$ cat src/rtl/uart_tx_top.sv
`default_nettype none
// ============================================================================
//  Module   : uart_tx_top
//  Purpose  : 16550A-style UART transmitter; serializes start, 5-8 data bits,
//             optional parity and 1/1.5/2 stop bits on a 16x baud tick.
//  Revision : 1.0  initial release
// ============================================================================
module uart_tx_top (
    input  logic       clk,
    input  logic       rst,
    input  logic       baud_pulse,
    input  logic       pen,
    input  logic       thre,
    input  logic       stb,
    input  logic       sticky_parity,
    input  logic       eps,
    input  logic       set_break,
    input  logic [7:0] din,
    input  logic [1:0] wls,
    output logic       pop,
    output logic       sreg_empty,
    output logic       tx
);

    localparam logic [2:0] S_IDLE   = 3'd0;
    localparam logic [2:0] S_START  = 3'd1;
    localparam logic [2:0] S_DATA   = 3'd2;
    localparam logic [2:0] S_PARITY = 3'd3;
    localparam logic [2:0] S_STOP   = 3'd4;

    localparam logic [4:0] BIT_LAST    = 5'd15;
    localparam logic [4:0] STOP15_LAST = 5'd23;
    localparam logic [4:0] STOP2_LAST  = 5'd31;

    logic [2:0] r_state;
    logic [4:0] r_tick;
    logic [2:0] r_bit;
    logic [7:0] r_shift;
    logic [7:0] r_data;
    logic [1:0] r_wls;
    logic       r_pen;
    logic       r_eps;
    logic       r_sp;
    logic       r_stb;
    logic       r_pop;
    logic       r_empty;
    logic       r_tx;

    logic [2:0] w_state_nx;
    logic [4:0] w_tick_nx;
    logic [2:0] w_bit_nx;
    logic [7:0] w_shift_nx;
    logic       w_empty_nx;
    logic       w_load;
    logic [4:0] w_period_last;
    logic [2:0] w_bit_last;
    logic [7:0] w_mask;
    logic       w_parity;
    logic       w_line_nx;

    // Frame configuration is captured at load so mid-frame LCR writes cannot corrupt it
    always_ff @(posedge clk or negedge rst) begin
        if (!rst) begin
            r_state <= S_IDLE;
            r_tick  <= 5'd0;
            r_bit   <= 3'd0;
            r_shift <= 8'd0;
            r_data  <= 8'd0;
            r_wls   <= 2'd0;
            r_pen   <= 1'b0;
            r_eps   <= 1'b0;
            r_sp    <= 1'b0;
            r_stb   <= 1'b0;
            r_pop   <= 1'b0;
            r_empty <= 1'b1;
            r_tx    <= 1'b1;
        end else begin
            r_state <= w_state_nx;
            r_tick  <= w_tick_nx;
            r_bit   <= w_bit_nx;
            r_shift <= w_shift_nx;
            r_pop   <= w_load;
            r_empty <= w_empty_nx;
            r_tx    <= set_break ? 1'b0 : w_line_nx;
            if (w_load) begin
                r_data <= din;
                r_wls  <= wls;
                r_pen  <= pen;
                r_eps  <= eps;
                r_sp   <= sticky_parity;
                r_stb  <= stb;
            end
        end
    end

    always_comb begin
        w_period_last = BIT_LAST;
        if (r_state == S_STOP && r_stb) begin
            w_period_last = (r_wls == 2'b00) ? STOP15_LAST : STOP2_LAST;
        end
    end

    assign w_bit_last = {1'b0, r_wls} + 3'd4;

    always_comb begin
        w_state_nx = r_state;
        w_tick_nx  = r_tick;
        w_bit_nx   = r_bit;
        w_shift_nx = r_shift;
        w_empty_nx = r_empty;
        w_load     = 1'b0;
        if (baud_pulse) begin
            case (r_state)
                S_IDLE: begin
                    w_load = !thre;
                end
                S_START: begin
                    if (r_tick == w_period_last) begin
                        w_state_nx = S_DATA;
                        w_tick_nx  = 5'd0;
                    end else begin
                        w_tick_nx = r_tick + 5'd1;
                    end
                end
                S_DATA: begin
                    if (r_tick == w_period_last) begin
                        w_tick_nx = 5'd0;
                        if (r_bit == w_bit_last) begin
                            w_state_nx = r_pen ? S_PARITY : S_STOP;
                            w_bit_nx   = 3'd0;
                        end else begin
                            w_bit_nx   = r_bit + 3'd1;
                            w_shift_nx = {1'b0, r_shift[7:1]};
                        end
                    end else begin
                        w_tick_nx = r_tick + 5'd1;
                    end
                end
                S_PARITY: begin
                    if (r_tick == w_period_last) begin
                        w_state_nx = S_STOP;
                        w_tick_nx  = 5'd0;
                    end else begin
                        w_tick_nx = r_tick + 5'd1;
                    end
                end
                S_STOP: begin
                    if (r_tick == w_period_last) begin
                        w_tick_nx = 5'd0;
                        if (!thre) begin
                            w_load = 1'b1;
                        end else begin
                            w_state_nx = S_IDLE;
                            w_empty_nx = 1'b1;
                        end
                    end else begin
                        w_tick_nx = r_tick + 5'd1;
                    end
                end
                default: begin
                    w_state_nx = S_IDLE;
                    w_tick_nx  = 5'd0;
                    w_empty_nx = 1'b1;
                end
            endcase
        end
        if (w_load) begin
            w_state_nx = S_START;
            w_tick_nx  = 5'd0;
            w_bit_nx   = 3'd0;
            w_shift_nx = din;
            w_empty_nx = 1'b0;
        end
    end

    always_comb begin
        case (r_wls)
            2'b00:   w_mask = 8'h1F;
            2'b01:   w_mask = 8'h3F;
            2'b10:   w_mask = 8'h7F;
            default: w_mask = 8'hFF;
        endcase
    end

    assign w_parity = r_sp ? ~r_eps
                           : (r_eps ? ^(r_data & w_mask) : ~^(r_data & w_mask));

    // Line level is derived from the next state so tx changes on the same edge as the state
    always_comb begin
        w_line_nx = 1'b1;
        case (w_state_nx)
            S_START:  w_line_nx = 1'b0;
            S_DATA:   w_line_nx = w_shift_nx[0];
            S_PARITY: w_line_nx = w_parity;
            default:  w_line_nx = 1'b1;
        endcase
    end

    assign pop        = r_pop;
    assign sreg_empty = r_empty;
    assign tx         = r_tx;

endmodule
`default_nettype wire

$ cat config.mk
export PLATFORM = sky130hd
export DESIGN_NAME = uart_tx_top
export DESIGN_NICKNAME = d
export VERILOG_FILES = /design/src/rtl/uart_tx_top.sv
export SDC_FILE = /design/constraint.sdc
export NUM_CORES = 1
export LEC_CHECK = 0
export CORE_ASPECT_RATIO = 0.6
export CORE_MARGIN = 2
export CORE_UTILIZATION = 35
export CTS_BUF_LIST = sky130_fd_sc_hd__clkbuf_8
export DETAILED_ROUTE_END_ITERATION = 16
export GPL_TIMING_DRIVEN = 1
export PLACE_DENSITY = 0.66
export SLEW_MARGIN = 15
export SYNTH_ARGS = -nofsm -noshare
export SYNTH_HDL_FRONTEND = slang
export SYNTH_SLANG_ARGS = --single-unit
$ cat constraint.sdc
create_clock -name clk -period 2.5 [get_ports clk]
set_clock_uncertainty 0.2 [all_clocks]
set_input_delay 0.5 -clock clk [delete_from_list [all_inputs] [get_ports clk]]
set_output_delay 0.5 -clock clk [all_outputs]
set_load 0.1 [all_outputs]
==> results.json <==
{
  "fill_cells": 481,
  "die_w_um": 98.9,
  "synthFlopType": "dfrtp_1",
  "status": "finished, final reports clean",
  "cp_slowest_cell": "dfrtp_1",
  "syn_avg_cell_area_sq_um": 9.60,
  "first_iter_violations": 79,
  "seq_area_frac_synth_pct": 47.8,
  "drv_cap": 0,
  "routedWlPerCell_um": 14.0,
  "syn_area_sq_um": 1890,
  "rsz0062_at_grt": "no",
  "clock_latency_ns": 0.28,
  "synth_top_area_share_pct": 45.0,
  "yosys.area.top_type": "dfrtp_1",
  "fin_nets": 250,
  "tightest_slew_ns": 0.826,
  "crit_type": "reg -> reg",
  "yosys_warnings": 0,
  "areaGrowthSynthToFinish_pct": 23.3,
  "overflow": 0,
  "port_buffers": 21,
  "start_util_pct": 36.9,
  "endpoint_kind": "register",
  "cp_num_buf_inv": 0,
  "dieArea_sq_um": 6030,
  "cts_tree": "done",
  "fmax_ghz": 0.432,
  "num_vias": 1469,
  "cpLargestDelayFamily": "compound AO/OA/AOI/OAI gates",
  "fin_util_pct": 45.5,
  "place_congestion": 0.823,
  "crit_end": "tx",
  "slew_viol_final": 0,
  "r2r_end": "tx",
  "post_cts_buffers": 0,
  "slew_headroom_pct": 44.9,
  "ctsResizeCount": 0,
  "postSynthCellCount": 197,
  "slowest_delay_ns": 0.46,
  "ctsHoldBuffers": 0,
  "crit_chain": "xnor2_1, and3_1, o2111ai_1, a32oi_2, and3_1, mux2i_1, a21oi_1",
  "hold_viol": 0,
  "dpl_cell_area_sq_um": 2220,
  "p_total_mw": 1.46,
  "grt_pass1_wl_mm": 6.87,
  "start_kind": "register",
  "cp_data_required_time_ns": 2.52,
  "syn_nets": 218,
  "power.leakage_nw": 1.09,
  "root_buffer": "clkbuf_8",
  "grt_pass1_vias": 1361,
  "coreArea_sq_um": 5130,
  "die_h_um": 61.0,
  "antenna_found_initial": 0,
  "finalCritPeriodShare_pct": 92.6,
  "ys_top_cells_by_count": "nand2_1, dfrtp_1, o21ai_0, mux2i_1, a21oi_1",
  "drc": 0,
  "grt_usage_pct": 15.3,
  "cts.sinks": 36,
  "fin_area_sq_um": 2330,
  "ys_types": 50,
  "async_flop_share_pct": 100,
  "boundaryPins": 22,
  "synth_edf_count": 0,
  "drive_gt1_share_pct": 14.0,
  "synth.area.top_cells": "dfrtp_1, nand2_1, mux2i_1",
  "cts.path.max_buffers": 2,
  "rrSetupSlack_ns": 0.18,
  "wirelength_mm": 4.13,
  "cts.reportedPaths.clkPinSlew_ns": 0.07,
  "dp_hpwl_mm": 3.00,
  "finalSetupViolations": 0,
  "rows": 20,
  "drt_pass1_iterations": 4,
  "reg2regPathDepth": 7,
  "cp-startpoint": "r_wls[0]",
  "cp_data_arrival_time_ns": 2.34,
  "synth-seq-cells": 36,
  "grt_max_degree": 37,
  "timing.rr.start": "r_wls[0]",
  "avgViaCountPerCell": 4.98,
  "crit_fanout": 7,
  "crit_top_cell": "and3_1",
  "numCtsBuffers": 5,
  "cp.depth": 7,
  "max-vdd-ir-drop_mv": 0.200,
  "period_minus_slack_ns": 2.32,
  "antenna_left": 0,
  "yosysMostFrequentCell": "nand2_1",
  "htree_levels": 2,
  "finalSetupTns_ns": 0,
  "hold_class": "in -> async",
  "power.density_nw_per_um2": 627,
  "diodes": 0
}
-- flip-flops by register name, summed over array words and instances, names as in the netlist --
signal      flops
r_bit           3
pop             1
r_eps           1
tx              1
r_wls           2
r_sp            1
r_tick          5
r_data          8
r_pen           1
r_stb           1
r_state         3
r_shift         8
sreg_empty      1
-- cell type report --
type | count | area [sq um] | area share, %
timing repair buffer | 33 | 288 | 12.3
clock buffer | 7 | 96.3 | 4.13
tap | 66 | 82.6 | 3.54
inverter | 3 | 11.3 | 0.483
multi-input combinational | 150 | 952 | 40.8
sequential | 36 | 903 | 38.7
-- cell usage in the layout (no fill, tap or decap), types with 2 or more instances in the layout --
| master | synthesis | routed |
|---|---|---|
| a21oi_1 | 8 | 8 |
| and2_1 | 2 | 2 |
| and3_1 | 3 | 3 |
| buf_4 | 0 | 15 |
| clkbuf_8 | 0 | 7 |
| clkdlybuf4s50_1 | 0 | 17 |
| dfrtp_1 | 34 | 34 |
| dfstp_2 | 2 | 2 |
| ha_1 | 2 | 2 |
| inv_1 | 2 | 2 |
| mux2i_1 | 10 | 10 |
| nand2_1 | 54 | 54 |
| nand2b_1 | 2 | 2 |
| nand3_1 | 2 | 2 |
| nand3b_1 | 2 | 2 |
| nor2_1 | 7 | 7 |
| nor2b_1 | 2 | 2 |
| nor3b_1 | 3 | 3 |
| o21ai_0 | 14 | 13 |
| o21ai_1 | 3 | 4 |
| o31ai_1 | 2 | 2 |
| xnor2_1 | 6 | 6 |
| xor2_1 | 2 | 2 |
-- stage by stage --
step | setup WS [ns] | hold slack (ns) | std cells
after detailed placement | 0.0649 | 0.283 | 288
after global routing | 0.0106 | 0.181 | 295
after CTS | 0.0415 | 0.141 | 295
after floorplan | 0.0336 | 0.00441 | 197
final | 0.184 | 0.106 | 295
after global placement | 0.0533 | 0.267 | 288
-- worst min path at each step --
stage | startpoint | to | slack (ns)
2_1_floorplan | rst | pop | 0.004
3_3_place_gp | r_data[5] | r_data[5] | 0.27
3_5_place_dp | r_sp | r_sp | 0.28
4_1_cts | rst | r_tick[0] | 0.14
5_1_grt | rst | r_tick[0] | 0.18
6_report | rst | r_tick[4] | 0.11
-- cell families after synthesis --
group                    count (synthesis)  share of synthesized area [%]
AND/OR/NAND/NOR                         87                           22.8
multiplexers                            11                           6.08
AO/OA/AOI/OAI                           41                           14.6
buffers and inverters                   11                           2.65
adder cells (fa/ha/maj)                  2                           1.32
XOR/XNOR                                 9                           4.89
flip-flops                              36                           47.8
-- per-layer routing --
| metal | vias to the layer above | share of wire (%) | track usage, % | wire (um) |
|---|---|---|---|---|
| li1 | 746 | - | - | - |
| met1 | 687 | 57 | 24.3 | 2340 |
| met2 | 34 | 38 | 19.8 | 1570 |
| met3 | 2 | 5.0 | 3.92 | 207 |
| met4 | 0 | 0.19 | 4.70 | 8 |
| met5 | - | 0 | 0 | 0 |
-- where the power goes --
group | switching, mW | internal (mW)
combinational | 0.178 | 0.151
sequential | 0.0450 | 0.642
clock | 0.202 | 0.245
total | 0.425 | 1.04
Power figures use the tool's default switching activity.
